===== config.mk =====
export PLATFORM = sky130hd
export DESIGN_NAME = ld_str_mem_unit
export DESIGN_NICKNAME = d
export VERILOG_FILES = /design/src/rtl/ld_str_mem_unit_pkg.sv /design/src/rtl/ld_str_byte_align.sv /design/src/rtl/ld_str_mem_unit.sv
export SDC_FILE = /design/constraint.sdc
export NUM_CORES = 1
export LEC_CHECK = 0
export CORE_MARGIN = 4
export CORE_UTILIZATION = 43
export CTS_CLUSTER_SIZE = 20
export DETAILED_ROUTE_END_ITERATION = 16
export HOLD_SLACK_MARGIN = 0.12
export PLACE_DENSITY_LB_ADDON = 0.05
export SLEW_MARGIN = 20
export SYNTH_ARGS = -nofsm -noshare
export SYNTH_HDL_FRONTEND = slang
export SYNTH_SLANG_ARGS = --single-unit

===== constraint.sdc =====
create_clock -name clk -period 2.36 [get_ports clk]
set_input_delay 0.472 -clock clk [delete_from_list [all_inputs] [get_ports clk]]
set_output_delay 0.472 -clock clk [all_outputs]
set_load 0.005 [all_outputs]

===== src/rtl/ld_str_mem_unit_pkg.sv =====
// Shared types and constants for the load/store memory unit.
//   lc3b_word    : 16-bit machine word
//   lsu_state_e  : handshake FSM states
//   BE_*         : cache byte-enable encodings
package ld_str_mem_unit_pkg;

  localparam int DATA_WIDTH = 16;
  localparam int TAG_WIDTH  = 3;

  typedef logic [15:0] lc3b_word;

  typedef enum logic [1:0] {
    IDLE    = 2'd0,
    READ    = 2'd1,
    WRITE   = 2'd2,
    RELEASE = 2'd3
  } lsu_state_e;

  localparam logic [1:0] BE_WORD = 2'b11;
  localparam logic [1:0] BE_HI   = 2'b10;
  localparam logic [1:0] BE_LO   = 2'b01;

endpackage


===== src/rtl/ld_str_byte_align.sv =====
// Byte-lane steering shared by the load and store paths.
// Ports:
//   byte_op  in   1 = byte access, 0 = word access
//   addr_lsb in   bit 0 of the effective address (selects the byte lane)
//   rdata    in   raw cache read word
//   wdata    in   raw store data
//   ld_data  out  load result (zero-extended byte or full word)
//   st_data  out  store word presented to the cache
//   byte_en  out  cache byte-lane enables for the store
module ld_str_byte_align
  import ld_str_mem_unit_pkg::*;
(
  input  logic     byte_op,
  input  logic     addr_lsb,
  input  lc3b_word rdata,
  input  lc3b_word wdata,
  output lc3b_word ld_data,
  output lc3b_word st_data,
  output logic [1:0] byte_en
);

  always_comb begin
    ld_data = rdata;
    st_data = wdata;
    byte_en = BE_WORD;
    if (byte_op) begin
      ld_data = addr_lsb ? {8'h00, rdata[15:8]} : {8'h00, rdata[7:0]};
      // Replicate the byte onto both lanes; the enable picks the lane that lands.
      st_data = {wdata[7:0], wdata[7:0]};
      byte_en = addr_lsb ? BE_HI : BE_LO;
    end
  end

endmodule


===== src/rtl/ld_str_mem_unit.sv =====
// Load/store memory unit between the load/store reservation station and the
// data cache. Accepts a level-held read/write request, runs the cache
// handshake until mem_resp, and returns load data with a one-cycle strobe.
// Ports:
//   clk, rst            clock, async active-high reset
//   flush               pipeline squash (blocks acceptance, squashes loads)
//   dmem_read/write     station requests (level-held)
//   byte_op             1 = byte access
//   dmem_addr/wdata     effective address / store data
//   dest_tag            ROB tag of the load
//   req_ack             one-cycle pulse, request latched
//   mem_val/mem_tag     last completed load result and its tag
//   ld_mem_val          one-cycle strobe, mem_val/mem_tag valid
//   st_done             one-cycle strobe, store committed
//   mem_*               data cache interface
//
// state   | meaning
// IDLE    | waiting for a station request
// READ    | cache read outstanding, held until mem_resp
// WRITE   | cache write outstanding, held until mem_resp
// RELEASE | access done, waiting for the station to drop its request
module ld_str_mem_unit
  import ld_str_mem_unit_pkg::*;
#(
  parameter int data_width = DATA_WIDTH,
  parameter int tag_width  = TAG_WIDTH
) (
  input  logic                  clk,
  input  logic                  rst,
  input  logic                  flush,
  input  logic                  dmem_read,
  input  logic                  dmem_write,
  input  logic                  byte_op,
  input  logic [data_width-1:0] dmem_addr,
  input  logic [data_width-1:0] dmem_wdata,
  input  logic [tag_width-1:0]  dest_tag,
  output logic                  req_ack,
  output logic [data_width-1:0] mem_val,
  output logic [tag_width-1:0]  mem_tag,
  output logic                  ld_mem_val,
  output logic                  st_done,
  output logic                  mem_read,
  output logic                  mem_write,
  output logic [data_width-1:0] mem_address,
  output logic [data_width-1:0] mem_wdata,
  output logic [1:0]            mem_byte_enable,
  input  logic                  mem_resp,
  input  logic [data_width-1:0] mem_rdata
);

  lsu_state_e state_q, state_d;
  lc3b_word addr_q, addr_d;
  lc3b_word wdata_q, wdata_d;
  logic byte_q, byte_d;
  logic [tag_width-1:0] tag_q, tag_d;
  logic squash_q, squash_d;
  lc3b_word mem_val_q, mem_val_d;
  logic [tag_width-1:0] mem_tag_q, mem_tag_d;
  logic ld_mem_val_q, ld_mem_val_d;
  logic st_done_q, st_done_d;
  logic req_ack_q, req_ack_d;

  lc3b_word ld_data;
  lc3b_word st_data;
  logic [1:0] byte_en;

  ld_str_byte_align u_align (
    .byte_op  (byte_q),
    .addr_lsb (addr_q[0]),
    .rdata    (mem_rdata),
    .wdata    (wdata_q),
    .ld_data  (ld_data),
    .st_data  (st_data),
    .byte_en  (byte_en)
  );

  always_comb begin
    state_d         = state_q;
    addr_d          = addr_q;
    wdata_d         = wdata_q;
    byte_d          = byte_q;
    tag_d           = tag_q;
    squash_d        = squash_q;
    mem_val_d       = mem_val_q;
    mem_tag_d       = mem_tag_q;
    ld_mem_val_d    = 1'b0;
    st_done_d       = 1'b0;
    req_ack_d       = 1'b0;
    mem_read        = 1'b0;
    mem_write       = 1'b0;
    mem_address     = '0;
    mem_wdata       = '0;
    mem_byte_enable = 2'b00;

    case (state_q)
      IDLE: begin
        squash_d = 1'b0;
        if (!flush) begin
          // Stores win when both requests are raised together.
          if (dmem_write) begin
            addr_d    = dmem_addr;
            wdata_d   = dmem_wdata;
            byte_d    = byte_op;
            req_ack_d = 1'b1;
            state_d   = WRITE;
          end else if (dmem_read) begin
            addr_d    = dmem_addr;
            byte_d    = byte_op;
            tag_d     = dest_tag;
            req_ack_d = 1'b1;
            state_d   = READ;
          end
        end
      end
      READ: begin
        mem_read    = 1'b1;
        mem_address = {addr_q[15:1], 1'b0};
        // The cache has no abort, so a flushed load still runs to mem_resp.
        if (flush) squash_d = 1'b1;
        if (mem_resp) begin
          if (!(squash_q || flush)) begin
            mem_val_d    = ld_data;
            mem_tag_d    = tag_q;
            ld_mem_val_d = 1'b1;
          end
          state_d = RELEASE;
        end
      end
      WRITE: begin
        mem_write       = 1'b1;
        mem_address     = {addr_q[15:1], 1'b0};
        mem_wdata       = st_data;
        mem_byte_enable = byte_en;
        if (mem_resp) begin
          st_done_d = 1'b1;
          state_d   = RELEASE;
        end
      end
      RELEASE: begin
        // Wait out the level-held request so it is not issued twice.
        if ((!dmem_read && !dmem_write) || flush) begin
          state_d  = IDLE;
          squash_d = 1'b0;
        end
      end
      default: state_d = IDLE;
    endcase
  end

  always_ff @(posedge clk or posedge rst) begin
    if (rst) begin
      state_q      <= IDLE;
      addr_q       <= '0;
      wdata_q      <= '0;
      byte_q       <= 1'b0;
      tag_q        <= '0;
      squash_q     <= 1'b0;
      mem_val_q    <= '0;
      mem_tag_q    <= '0;
      ld_mem_val_q <= 1'b0;
      st_done_q    <= 1'b0;
      req_ack_q    <= 1'b0;
    end else begin
      state_q      <= state_d;
      addr_q       <= addr_d;
      wdata_q      <= wdata_d;
      byte_q       <= byte_d;
      tag_q        <= tag_d;
      squash_q     <= squash_d;
      mem_val_q    <= mem_val_d;
      mem_tag_q    <= mem_tag_d;
      ld_mem_val_q <= ld_mem_val_d;
      st_done_q    <= st_done_d;
      req_ack_q    <= req_ack_d;
    end
  end

  assign req_ack    = req_ack_q;
  assign mem_val    = mem_val_q;
  assign mem_tag    = mem_tag_q;
  assign ld_mem_val = ld_mem_val_q;
  assign st_done    = st_done_q;

endmodule


==> results of run 1 <==
## final cells by class
type                       instances  area [µm²]
timing repair buffer             131        1330
tap                               77        96.3
sequential                        61        1530
fill                             489        1940
inverter                           7        27.5
multi-input combinational        158        1220
clock buffer                      13         169
clock inverter                     3        42.5
## per-layer routing
layer / wire length (µm) / up-vias
li1: - / 1059
met1: 2780 / 1019
met2: 3250 / 74
met3: 607 / 6
met4: 88 / 0
met5: 0 / -
## metrics by stage
stage          instances  power [W]  worst slack (ps)  instance area, µm²  TNS [ps]
6_report             450    0.00556              46.4                4410         0
5_1_grt              450    0.00598             -37.6                4410      -403
4_1_cts              444    0.00545              21.2                4320         0
3_5_place_dp         425    0.00436              99.0                4070         0
3_3_place_gp         425    0.00428               185                4070         0
2_1_floorplan        239    0.00301               375                2830         0
## worst register-to-register path: cells and delay by family, from the launching register on
| kind | cells | cell delay, ps |
|---|---|---|
| buffers and inverters | 4 | 570 |
| flip-flops | 1 | 370 |
| AND/OR/NAND/NOR | 3 | 680 |
| adder cells (fa/ha/maj) | 1 | 180 |
## cell families after synthesis
kind of cell	Yosys count	share of synthesized area, %
adder cells (fa/ha/maj)	5	2.21
other	1	0.133
buffers and inverters	20	3.94
multiplexers	54	20.7
AO/OA/AOI/OAI	14	3.01
AND/OR/NAND/NOR	84	16.0
flip-flops	61	54.0
## cell usage in the layout, fill, tap and decap left out, types with 2 or more instances in the layout
cell             netlist  layout
clkdlybuf4s50_1        0     108
buf_12                 0       3
dfrtp_1               61      60
buf_4                  2      11
inv_1                  6       3
dlymetal6s2s_1         0       6
ha_4                   0       2
mux2i_1               19      19
nand3b_1               9       9
clkbuf_8               0      12
buf_6                  3       2
clkinv_2               1       2
ha_1                   5       3
o21ai_0                6       6
inv_2                  0       3
o21ai_1                4       4
nand2_1               36      36
and2_1                25      25
nor2_1                 2       2
mux2_2                35      35
nor2b_1                9       8
## report_power, final
group	switching, W	total (W)	internal [W]
registers	0.000303	0.00185	0.00155
logic	0.000953	0.00275	0.00180
clock network	0.000383	0.000956	0.000573
## registers in the layout, summed over array words and instances, names as in the netlist, 2 cells and up
register,cells
addr_q,16
mem_tag,3
mem_val,16
state_q,2
tag_q,3
wdata_q,16
## final timing paths
check / start / endpoint / slack [ps]
setup reg to reg: state_q[0]$_DFFE_PP0P_ / mem_val[9]$_DFFE_PP0P_ / 510
min in group asynchronous: rst / addr_q[15]$_DFFE_PP0P_ / 510
hold / removal: tag_q[2]$_DFFE_PP0P_ / mem_tag[2]$_DFFE_PP0P_ / 460
hold reg to reg: tag_q[2]$_DFFE_PP0P_ / mem_tag[2]$_DFFE_PP0P_ / 460
max in group asynchronous: rst / byte_q$_DFFE_PP0P_ / 1260
setup / recovery: state_q[0]$_DFFE_PP0P_ / mem_address[7] / 50
## what timing repair did
action,4_1_cts,5_1_grt
resized for setup,7,11
gates cloned,0,1
setup buffers,3,5
setup endpoints to repair,31,29
pin swaps,1,0
==> results list, run 1 <==
* Area growth, synth to finish: 56.1%
- GRT Residual Overflow: 0
* Port-buffer cells: 114
* Most used standard cell by instance count after synthesis: dfrtp_1
- Synthesized flop and latch total: 61
* Total vias in the final route: 2158
- Walking the worst path, the cells encountered are inv_2 -> ha_4 -> buf_6 -> and2_1 -> clkdlybuf4s50_1.
- The first global-routing pass estimated 10500 µm of wire.
- The analysis attributes to cell leakage a power of 2.08 nW.
- Antenna Violating Nets Remaining: 0
* Number of buffers on the longest clock path: 2
* Horizontal extent of the die: 89.1 µm
* Inserted Clock Buffers: 9
- In this run the standard cell core region covers 6350 µm².
- STA classifies the critical path startpoint as a register.
- Die area: 7930 µm²
- Clock-pin slew on the worst setup and hold paths: 60 ps
- After clock tree synthesis, the flow added hold-fix buffers numbering 0.
- Counting instances, the worst hold path has a depth of 2.
* Worst reg-to-reg path cell count: 8
- STA classifies the critical path endpoint as a primary output.
- Most instantiated flip-flop cell in the synthesis netlist: dfrtp_1
- Entering global routing, the biggest net connects 38 pins.
- Synth area leaders: dfrtp_1 54%, mux2_2 14%, mux2i_1 6.7%, and2_1 5.5%, nand2_1 4.8%
- Yosys mapped a number of flops with a built-in enable equal to 0.
- Count of warnings emitted by yosys: 0
- I/O pin total: 116
* WP buf/inv: 3
* Cell family with the largest share of critical-path delay: buffers and inverters
- Each instance of the synthesized netlist takes up on average 11.8 µm².
- Detailed Route Iter0 Violations: 76
- Met1 usage in global routing: 21.6%
* Total global-route track usage: 17.4%
- Leading area contributor after synthesis: dfrtp_1
- In this run the worst path has a maximum fanout of 8.
* Detailed Place HPWL: 4830 µm
- Category of the most critical setup path: register to primary output
- The number of hold violations in the final report came to 0.
- Routability-driven placement finished with a final weighted congestion of 0.729.
- Dividing total power by cell area gives a power density of 1260 nW/µm².
- Peak ir drop on the vdd network: 0.000910 V
- Run status: complete, no violations
* Proportion of netlist area held by the largest area contributor: 54.0%
- Synthesis produced a netlist whose cell count is 239.
* Num Clock Sinks: 61
* Clock skew: 7.50 ps
- Critical path required time: 1890 ps
* Final hold slack: 463 ps
* Class of the most critical hold timing path: register to register
- Summing the sequential cell areas from Yosys gives 54.0% of the chip area.
* Skew-Pair Late Insertion Delay: 330 ps
* Clk Tree Root Cell: clkbuf_8
- Number of core rows: 29
* Critical path data arrival time: 1840 ps
* Count of cell instances traversed by the critical path: 5
- TritonRoute pass-1 iters: 4
- The count of final max-slew check failures is 0.
* Post-synth cell types: 25
- Cells fill 69.5% of the core in the end.
- After layout, the minimum clock period comes to 2310 ps.
* Share of final-layout standard cells stronger than drive strength 1: 20.6%
- For this run, the top clock speed supported by timing is 0.432 GHz.
* Setup violations, final: 0
* Level count of the clock H-tree: 3
- Effective utilization at floorplan: 44.5%
* Syn_nets: 302
* Post-synth design cell area: 2830 µm²
- The final layout contains 431 nets.
- Tightest slew margin relative to the limit: 63.7%
* Antenna violations before repair: 0
- After layout, the worst path uses 98.0% of the clock period.
* Routed wire per std cell: 14.9 µm
- Max_cap viols: 0
- The routed design has 6730 µm of wire.
- Vias in the first global route: 2249
- Routing usage on met2: 27.7%
- 0 antenna diodes ended up in the layout.
- Most frequent cells after synthesis: 61 x dfrtp_1, 36 x nand2_1, 35 x mux2_2
- For met3 alone, demand over resource in global routing was 7.10%.
* Actual transition at the worst max-transition pin: 543 ps
- Routed via count divided by cell count: 4.80
- In this run the vertical extent of the chip is 89.1 µm.
* Number of remaining DRC errors: 0
* Proportion of synthesized flip-flops having asynchronous set or reset: 100%
- Delay of the slowest cell on the worst path: 490 ps
- Max stage delay cell, worst path: clkdlybuf4s50_1
- TritonCTS built the clock tree.
- Highest-utilization routing layer at the global route stage: met2
(Power assumes the default switching activity.)
==> run 2: changes to the inputs <==
Settings changed: CAP_MARGIN from default to 15.
==> results of run 2 <==
Same layout as run 1: the final DEF is identical, and so are final timing and power.
==> run 3: changes to the inputs <==
Settings changed: ABC_AREA from default to 1, CORE_MARGIN 4 to default, CORE_UTILIZATION 43 to 44.
Clock period 2.36 ns to 2.6 ns, I/O delays scaled along.
==> run 3 against run 2 <==
The run now ends with DRC left. Sequential power decreased by 12%. Utilization decreased by 2.7 points. Worst setup slack improved by 86 ps. Total power decreased by 20%. Worst hold slack improved by 12 ps. Highest routed layer unchanged. Area after synthesis increased by 4.4%. Critical path depth increased by 1. Clock power decreased by 30%.
==> results list, run 3 <==
- The H-tree was split into 3 levels.
- Cells after Synth: 386
- Max-cap violations in this run came to 0.
- Max stage delay cell, worst path: clkdlybuf4s50_1
- Detailed Place HPWL: 4880 µm
* Area growth, synth to finish: 45.5%
- Total length of routed wires: 6790 µm
- Placed Area: 4130 µm²
- In the final design database the tool counted 562 nets.
- Clock tree synthesis selected as its root buffer the cell clkbuf_8.
- Maximum number of pins on one net before global-route repair: 42
- Class of the most critical hold timing path: register to register
* WP buf/inv: 3
- Post-route insts no fill: 576
- Buffers added to address setup during post-CTS repair amount to 0.
- The run finished, with violations left.
- Count of antenna diodes in the layout: 0
- Port buffering added 114 buffers.
- Portion of the post-synthesis area used by sequential elements: 51.7%
- Of the available clock period, the critical path in the final layout requires 94.9%.
- Critical path required time: 2080 ps
- Adder-cell area share of the yosys netlist: 2.12%
- Setup violations remaining at the end of the flow were counted as 0.
- The count of final max-slew check failures is 0.
- Cell family with the largest share of critical-path delay: buffers and inverters
* Num Clock Sinks: 61
- After synthesis, the largest area contributor takes up 51.7% of total cell area.
- Derived from the worst setup path, the maximum achievable clock frequency is 0.405 GHz.
- For this configuration, the core starts out at a cell density of 45.9%.
- Cell area power density: 1040 nW/µm²
- Ordered cell list for the critical path: inv_2 -> ha_2 -> buf_12 -> o21ai_0 -> nor2_1 -> clkdlybuf4s50_1
- The pre-antenna-repair detailed-routing pass consisted of 10 iterations.
* Simple-gate share of the synthesized area: 27.9%
* Depth of the worst hold-timing path: 2
- Worst reg2reg path endpoint: mem_tag[1]$_DFFE_PP0P_
- Syn_nets: 449
- The biggest area contributor in the post-synthesis netlist is dfrtp_1.
- Endpoint type of the worst setup path: primary output
- Critical path data arrival time: 1950 ps
- Violations in the final reports: DRC
- After detailed routing, the number of vias per cell comes to 4.60.
- Leaving out fill and tap cells, the most frequent cell in the layout is nand2_1.
- Clock skew: 5.49 ps
- After synthesis, the netlist uses 21 different library cells.
- Total global-route track usage: 21.2%
- Tracing the worst setup path back leads to its startpoint at state_q[0]$_DFFE_PP0P_.
- Count of warnings emitted by yosys: 0
* Category of the most critical setup path: register to primary output
- Antenna Violating Nets Remaining: 0
- In the synthesized netlist, mux cells make up 0% of the area.
- Counting flops with an async set or reset pin after synthesis yields a share of 100%.
- TritonCTS created 9 clock buffers.
- After synthesis, the mean cell area works out to 7.64 µm².
* FF-to-FF Start: state_q[1]$_DFFE_PP0P_
* Fill count: 569
- The synthesized netlist occupies a cell area of 2950 µm².
- Share of the synthesized area in compound gates (AO/OA/AOI/OAI): 7.04%
- Synth area leaders: dfrtp_1 52%, nand2_1 22%, inv_1 6.6%, o21ai_1 4.4%, nor2_1 2.5%
* Wire length of the first global-routing pass: 11700 µm
- At the end of routability-driven placement, the weighted congestion stood at 0.823.
* Antenna violations before repair: 0
- The critical path runs through a total of 6 cells.
- STA classifies the critical path startpoint as a register.
- The number of hold violations in the final report is 0.
* I/O pin total: 116
* Synthesized flop and latch total: 61
- EDFF count, synth: 0
- Routed wire per std cell: 11.8 µm
- Worst reg-to-reg path cell count: 6
- Once placement completed, the tool counted placed cells totaling 565.
* Final critical path time including I/O delays and setup: 2470 ps
* Total negative setup slack: 0 ps
- By count the netlist is led by 173 x nand2_1, 61 x dfrtp_1, 52 x inv_1.
- Register-to-Register Setup Slack: 960 ps
- Horizontal extent of the die: 83.9 µm
- Core ar.: 6420 µm²
- Post-synthesis xor/xnor area fraction: 0%
- After synthesis, the largest family of logic cells by area is simple AND/OR/NAND/NOR gates.
- Delay of the slowest cell on the worst path: 510 ps
- Final cell area excluding filler cells: 4290 µm²
- Most used standard cell by instance count after synthesis: nand2_1
- Leak pwr: 2.29 nW
- Final hold slack: 475 ps
* Unrepaired setup endpoints after global routing: no
- The startpoint identified for the worst hold timing path is mem_tag[0]$_DFFE_PP0P_.
- After clock tree synthesis, the clock-pin slew on the worst setup and hold paths is 60 ps.
* Number of buffers on the longest clock path: 2
- GRT Residual Overflow: 0
- Number of remaining DRC errors: 14
* Last element of the critical path: mem_wdata[9]
- In this run the vertical extent of the chip is 83.9 µm.
- Total vias in the final route: 2651
* TritonCTS clock tree: yes
- Vias in the first global route: 2592
* Share of final-layout standard cells stronger than drive strength 1: 6.61%
- Most used cells in the layout excluding fill and tap cells: 173 x nand2_1, 114 x clkdlybuf4s50_1, 59 x dfrtp_1, 50 x inv_1, 26 x o21ai_1
* Peak ir drop on the vdd network: 0.000687 V
- Largest driver fanout on the critical path: 20
- For this block, the initial DRC count from the detailed router was 99.
- Number of core rows: 29
- Power comes to 0.00445 W.
- For this run, the leading register cell type out of synthesis is dfrtp_1.
- The floorplan step defined a die boundary enclosing 7040 µm².
- At the later pin of the worst-skew pair, clock insertion delay measures 330 ps.
run 3: cell types whose count changed after synthesis, sizes merged, moves of 6 or more:
| cell | change |
|---|---|
| nand2 | +139 |
| nor2 | +19 |
| mux2 | -35 |
| nand3b | -9 |
| buf | +7 |
| and2 | -25 |
| mux2i | -19 |
| nand3 | +6 |
| inv | +51 |
| nor2b | -9 |
| o21ai | +27 |
run 3: repair_timing:
| item | CTS | global route |
|---|---|---|
| setup endpoints to repair | 15 | 23 |
| resized for setup | 1 | 5 |
| hold buffers | 0 | 0 |
run 3: cell type report:
class | instances | area (µm²) | area share, %
clock buffers | 11 | 141 | 3.29
inverters | 58 | 218 | 5.07
multi-input cells | 251 | 1110 | 25.9
flip-flops and latches | 61 | 1530 | 35.6
well taps | 77 | 96.3 | 2.24
repair buffers | 118 | 1200 | 27.9
run 3: layer usage:
metal  wire length [µm]  GRT usage (%)  up-vias
met5                  0              0        -
met4                 92           7.52        0
met3                431           6.82       10
met2               3230           35.5       75
met1               3040           25.6     1191
li1                   -              -     1375
run 3: worst reg2reg max path: cells and delay by family, from the launching register on:
family        cells  cell delay [ps]
fa+ha+maj         1              280
buf+inv           2              430
simple gates      3              460
flops             1              410
run 3: per-stage QoR:
step | util, % | worst slack [ps]
global placement | 64.3 | 321
detailed placement | 64.3 | 243
finish | 66.8 | 132
floorplan | - | 567
CTS | 66.6 | 24.5
global route | 66.8 | 10.4
run 3: how the worst min path moves through the flow:
stage	slack, ps	end
finish	470	mem_tag[0]$_DFFE_PP0P_
global route	500	wdata_q[15]$_DFFE_PP0P_
CTS	480	mem_tag[0]$_DFFE_PP0P_
detailed placement	460	mem_tag[0]$_DFFE_PP0P_
global placement	450	mem_tag[1]$_DFFE_PP0P_
floorplan	440	mem_tag[0]$_DFFE_PP0P_
run 3: cell families (layout without fill, tap and decap cells):
| group | Yosys count | after routing |
|---|---|---|
| AO/OA/AOI/OAI | 40 | 40 |
| adder cells (fa/ha/maj) | 5 | 5 |
| buffers and inverters | 74 | 187 |
| flip-flops | 61 | 61 |
| other | 1 | 1 |
| AND/OR/NAND/NOR | 205 | 205 |
run 3: power by group:
group / total (W) / internal [W] / switching, W
combinational: 0.00215 / 0.00116 / 0.000986
clock: 0.000666 / 0.000345 / 0.000320
sequential: 0.00163 / 0.00137 / 0.000261
